$ cat src/rtl/phase_sequencer.sv
// Multi-cycle instruction phase sequencer: walks each instruction through
// fetch-wait, F, D, E, optional M and W, and counts retired instructions.
module phase_sequencer (
    input  logic        clk,
    input  logic        n_rst,
    input  logic        start,
    input  logic        hlt_req,
    input  logic        is_mem,
    input  logic        is_wb,
    input  logic        imem_ack,
    input  logic        dmem_ack,
    output logic [4:0]  phase,
    output logic        imem_req,
    output logic        dmem_req,
    output logic        ir_we,
    output logic        rf_we,
    output logic        hlt,
    output logic [31:0] retired
);

    localparam logic [4:0] PH_NONE = 5'b00000;
    localparam logic [4:0] PH_F    = 5'b00001;
    localparam logic [4:0] PH_D    = 5'b00010;
    localparam logic [4:0] PH_E    = 5'b00100;
    localparam logic [4:0] PH_M    = 5'b01000;
    localparam logic [4:0] PH_W    = 5'b10000;

    typedef enum logic [2:0] {
        ST_IDLE,
        ST_FWAIT,
        ST_F,
        ST_D,
        ST_E,
        ST_M,
        ST_W,
        ST_HALT
    } state_t;

    state_t      state;
    logic [31:0] retired_q;

    // Acks and start are only looked at in the states that wait for them.
    always_ff @(posedge clk) begin
        if (!n_rst) begin
            state     <= ST_IDLE;
            retired_q <= '0;
        end else begin
            case (state)
                ST_IDLE:  if (start) state <= ST_FWAIT;
                ST_FWAIT: if (imem_ack) state <= ST_F;
                ST_F:     state <= ST_D;
                ST_D:     state <= hlt_req ? ST_HALT : ST_E;
                ST_E:     state <= is_mem ? ST_M : ST_W;
                ST_M:     if (dmem_ack) state <= ST_W;
                ST_W: begin
                    retired_q <= retired_q + 32'd1;
                    state     <= ST_FWAIT;
                end
                ST_HALT:  if (start) state <= ST_FWAIT;
                default:  state <= ST_IDLE;
            endcase
        end
    end

    always_comb begin
        phase    = PH_NONE;
        imem_req = 1'b0;
        dmem_req = 1'b0;
        ir_we    = 1'b0;
        rf_we    = 1'b0;
        hlt      = 1'b0;
        case (state)
            ST_FWAIT: imem_req = 1'b1;
            ST_F: begin
                phase = PH_F;
                ir_we = 1'b1;
            end
            ST_D:     phase = PH_D;
            ST_E:     phase = PH_E;
            ST_M: begin
                phase    = PH_M;
                dmem_req = 1'b1;
            end
            ST_W: begin
                phase = PH_W;
                rf_we = is_wb;
            end
            ST_HALT:  hlt = 1'b1;
            default:  phase = PH_NONE;
        endcase
    end

    assign retired = retired_q;

endmodule

$ cat config.mk
export PLATFORM = sky130hd
export DESIGN_NAME = phase_sequencer
export DESIGN_NICKNAME = d
export VERILOG_FILES = /design/src/rtl/phase_sequencer.sv
export SDC_FILE = /design/constraint.sdc
export NUM_CORES = 1
export LEC_CHECK = 0
export CAP_MARGIN = 20
export CORE_MARGIN = 3
export CORE_UTILIZATION = 43
export CTS_CLUSTER_SIZE = 40
export DETAILED_ROUTE_END_ITERATION = 8
export PLACE_DENSITY = 0.88
export SYNTH_ARGS = -nofsm -noshare
export SYNTH_HDL_FRONTEND = slang
export SYNTH_SLANG_ARGS = --single-unit
$ cat constraint.sdc
create_clock -name clk -period 2.1 [get_ports clk]
set_clock_uncertainty 0.2 [all_clocks]
set_input_delay 0.42 -clock clk [delete_from_list [all_inputs] [get_ports clk]]
set_output_delay 0.42 -clock clk [all_outputs]
set_load 0.01 [all_outputs]
After elaboration in Yosys (flattened, before gate mapping)
Cells that the tools add are included.

cells by class
  equal/unequal tests = 10
  reductions and logical operators = 3
  add/subtract/negate cells = 1
  multiplexer cells = 12

operators with widths
  operator                 count
  $add A32 B1 Y32 const B  1
  $pmux W5 S5              1
  $pmux W3 S7              1
  $eq A3 B3 Y1 const B     4
  $mux W3                  3
  $eq A3 B2 Y1 const B     2
  $mux W1                  5
  $mux W2                  2
  $ne A2 B2 Y1 const B     2
  $eq A3 B1 Y1 const B     1
  $logic_not A3 Y1         1
  $reduce_and A3 Y1        1
  $ne A2 B1 Y1 const B     1
  $reduce_or A2 Y1         1

word-level totals
  flip-flop bits (word level) = 35
  input bits = 8
  output and inout bits = 42

Logic depth before layout (Yosys ltp)
  depth after elaboration = 4
  mapped depth = 6

Worst setup path before layout
No wires, ideal clock.

  path kind = reg2reg
  start point = register retired_q[0], in the netlist retired[0]
  end point = register retired_q[28], in the netlist retired[28]
  data arrival time = 1.894 ns
  period minus slack after synthesis = 2.164 ns
  buffers on the path = 1
  setup slack = -0.064 ns
  stages on the path, launching flop included = 7
  cells stage by stage = dfxtp_1 > ha_1 > nand2_1 > or4_1 > buf_2 > or4_1 > a21oi_1

between the ends
  longest elaborated chain between the ends = 1

RTL lines
  element                 RTL line  text
  from (decl)             40        logic [31:0] retired_q;
  from (signal assigned)  56        retired_q <= retired_q + 32'd1;
  $add A32 B1 Y32         56

No other way between the ends.
A chain may end at the register's enable or synchronous reset.

Worst setup path after layout
  start point = register retired_q[1], in the netlist retired[1]
  end point = register retired_q[28], in the netlist retired[28]

The elaborated chain is that of the path after synthesis.

==> impl_metrics.env <==
export IMPL_routed_via_density=5.720
export IMPL_path_clk_slew_ns=0.06
export IMPL_setup_viol=0
export IMPL_fin_crit_sh_pct=97.97
export IMPL_place_gp_congestion=0.8178
export IMPL_drv_cap=0
export IMPL_hold_buffers=0
export IMPL_synth_largest_area_cell="dfxtp_1"
export IMPL_synth_cell_type_count=35
export IMPL_drcViolationCount=0
export IMPL_yosys_area_share_simple_pct=32.07
export IMPL_multiInputGateArea_mm2=0.001055
export IMPL_yosysTopAreaCellShare_pct=38.62
export IMPL_cts_tree="done"
export IMPL_layout_drive_gt1_share_pct=17.61
export IMPL_grt_pass1_vias=1778
export IMPL_portBuffers=49
export IMPL_synth_compound_area_share_pct=16.83
export IMPL_async_reset_ff_share_pct=0
export IMPL_placed_cells=323
export IMPL_drtIter0Drc=147
export IMPL_diodes=0
export IMPL_die_h_um=70.96
export IMPL_core_area_mm2=0.003854
export IMPL_dp_hpwl_mm=3.313
export IMPL_ys_seq_elements=35
export IMPL_io_pins=50
export IMPL_die_x_um=70.96
export IMPL_post_drt_wl_per_cell_um=14.00
export IMPL_start_kind="flip-flop"
export IMPL_routed_via_count=1899
export IMPL_post_place_ws_ns=-0.03068
export IMPL_clock_latency_ns=0.29
export IMPL_synth_edf_count=0
export IMPL_numClockSinks=35
export IMPL_cp_required_ns=2.12
export IMPL_synth_top_family_by_area="simple AND/OR/NAND/NOR gates"
export IMPL_critical_path_class="reg -> reg"
export IMPL_synth_area_per_cell_um2=8.399
export IMPL_syn_nets=225
export IMPL_slew_headroom_pct=68.16
export IMPL_cts_root_buf="clkbuf_8"
export IMPL_dieArea_mm2=0.005035
export IMPL_grt_usage_pct=19.18
export IMPL_synth_mux_area_share_pct=1.655
export IMPL_syn_area_mm2=0.001814
export IMPL_grt_max_degree=32
export IMPL_ir_worst_vdd_mv=0.4748
export IMPL_first_pass_iters=4
export IMPL_synthTopCellsByArea="dfxtp_1 39%, or4_1 7.4%, a21oi_1 6.6%"
export IMPL_worstPathArrival_ns=2.08
export IMPL_htree_levels=2
export IMPL_status="finished, final reports clean"
export IMPL_fin_ws_ns=0.04256
export IMPL_slew_violations=0
export IMPL_synthAdderAreaFrac_pct=0.6897
export IMPL_hp_class="reg -> reg"
export IMPL_initial_core_util_pct=47.08
export IMPL_min_period_ns=2.057
export IMPL_synth_ff_type="dfxtp_1"
export IMPL_yosysSeqAreaShare_pct=38.62
export IMPL_rows=22
export IMPL_path_max_fanout=7
export IMPL_syn_inst=216
export IMPL_ant_nets=0
export IMPL_cts_buffers=5
export IMPL_antenna_found_initial=0
export IMPL_final_hold_violation_count=0
export IMPL_crit_path_end_kind="flip-flop"
export IMPL_leakagePower_nw=0.9478
export IMPL_area_growth_pct=43.72
export IMPL_powerDensity_mw_per_mm2=604.5
export IMPL_whs_ns=0.2764
export IMPL_fill_cells=314
export IMPL_yosysWarningCount=0
export IMPL_synth_xor_area_share_pct=4.828
export IMPL_routed_wirelength_mm=4.649
export IMPL_regArea_um2=711.9
export IMPL_fin_nets=292
export IMPL_timing_fmax_ghz=0.4860
export IMPL_tightest_slew_ns=0.4715
export IMPL_grt_remaining_overflow=0
export IMPL_clock_path_buffers=2
export IMPL_stdcell_count=332
export IMPL_grt_pass1_wl_mm=7.969
==> through the flow <==
| stage | setup TNS [ns] | area (um^2) | util [%] | total power, mW |
|---|---|---|---|---|
| floorplan | 0 | 1817 | - | 0.9888 |
| global placement | -0.02328 | 2477 | 64.29 | 1.102 |
| detailed placement | -0.1135 | 2477 | 64.29 | 1.109 |
| CTS | 0 | 2571 | 66.72 | 1.571 |
| global route | -0.02494 | 2608 | 67.66 | 1.657 |
| finish | 0 | 2608 | 67.66 | 1.576 |
==> final timing paths <==
path / slack, ns / end / cells after the start / from
max reg2reg: 0.04 / retired[28]$_SDFFE_PN0N_ / 5 / retired[1]$_SDFFE_PN0N_
min: 0.28 / retired[31]$_SDFFE_PN0N_ / 2 / retired[31]$_SDFFE_PN0N_
min reg2reg: 0.28 / retired[31]$_SDFFE_PN0N_ / 2 / retired[31]$_SDFFE_PN0N_
max: 0.04 / retired[28]$_SDFFE_PN0N_ / 5 / retired[1]$_SDFFE_PN0N_
==> timing repair <==
item,CTS,global route
setup buffers,0,1
pin swaps,0,1
endpoints found under the setup margin,11,11
gates resized for setup,19,9
==> kinds of logic (layout without fill, tap and decap cells) <==
logic type / Yosys count / in the layout
mux: 3 / 3
fa+ha+maj: 1 / 1
buf+inv: 21 / 89
xor+xnor: 10 / 10
flops: 35 / 35
compound gates: 50 / 50
simple gates: 96 / 96
==> synth_stat cells, types with 2 or more instances <==
cell      instances
o31ai_1          15
nand4_1          10
nand3_1           8
buf_4             2
clkbuf_1          9
and3_1            5
nand2_1          18
nor2_1           11
inv_1             6
mux2i_1           3
nor3_1            2
or3_1             5
nor4_1            3
a21oi_1          24
o41ai_1           2
or4_1            18
and4_1            3
nor3b_1           5
o21ai_0           7
dfxtp_1          35
buf_2             2
and2_1            2
xor2_1            6
xnor2_1           4
==> layer usage <==
metal	GRT usage [%]	wire [um]
met5	0	0
met4	5.010	55
met2	32.03	2255
met3	5.540	257
met1	24.22	2080
==> sequential cells by signal, summed over array words and instances (netlist names) <==
register and count:
retired 32, state 3
==> worst max-delay path, cell delays in order (launching register included) <==
cell	delay [ns]
dfxtp_2	0.36
ha_2	0.19
nand2_1	0.08
or4_4	0.57
or4_1	0.45
a21oi_2	0.15
==> area by class of cell <==
| cell class | instances | share of cell area, % |
|---|---|---|
| multi-input cells | 160 | 40.45 |
| well taps | 48 | 2.303 |
| repair buffers | 74 | 25.82 |
| clock inverters | 1 | 0.1919 |
| inverters | 7 | 1.008 |
| flip-flops and latches | 35 | 27.30 |
| clock buffers | 7 | 2.927 |
==> power by group <==
group / internal, mW / switching, mW / leakage (nW)
sequential: 0.698 / 0.0350 / 0.285
clock: 0.232 / 0.233 / 0.0422
combinational: 0.190 / 0.187 / 0.621
==> cells in the final DEF (no fill, tap or decap), types with 2 or more instances in the layout <==
cell type        count
a21oi_1             21
clkbuf_8             5
nor2_1              11
dlygate4sd2_1       10
buf_6                2
and3_1               5
inv_1                6
nor4_1               3
nand2_1             17
xnor2_1              4
nand4_1             10
or4_4                4
and4_1               2
o31ai_1             15
clkdlybuf4s50_1     39
dfxtp_2              3
o41ai_1              2
dfxtp_4              2
dfxtp_1             30
or4_1               14
a21oi_2              3
and2_1               2
mux2i_1              3
nand3_1              8
o21ai_0              7
nor3_1               2
buf_4               23
clkbuf_1             2
or3_1                5
nor3b_1              4
xor2_1               6
Note: power is estimated with default switching activity, not from simulation.
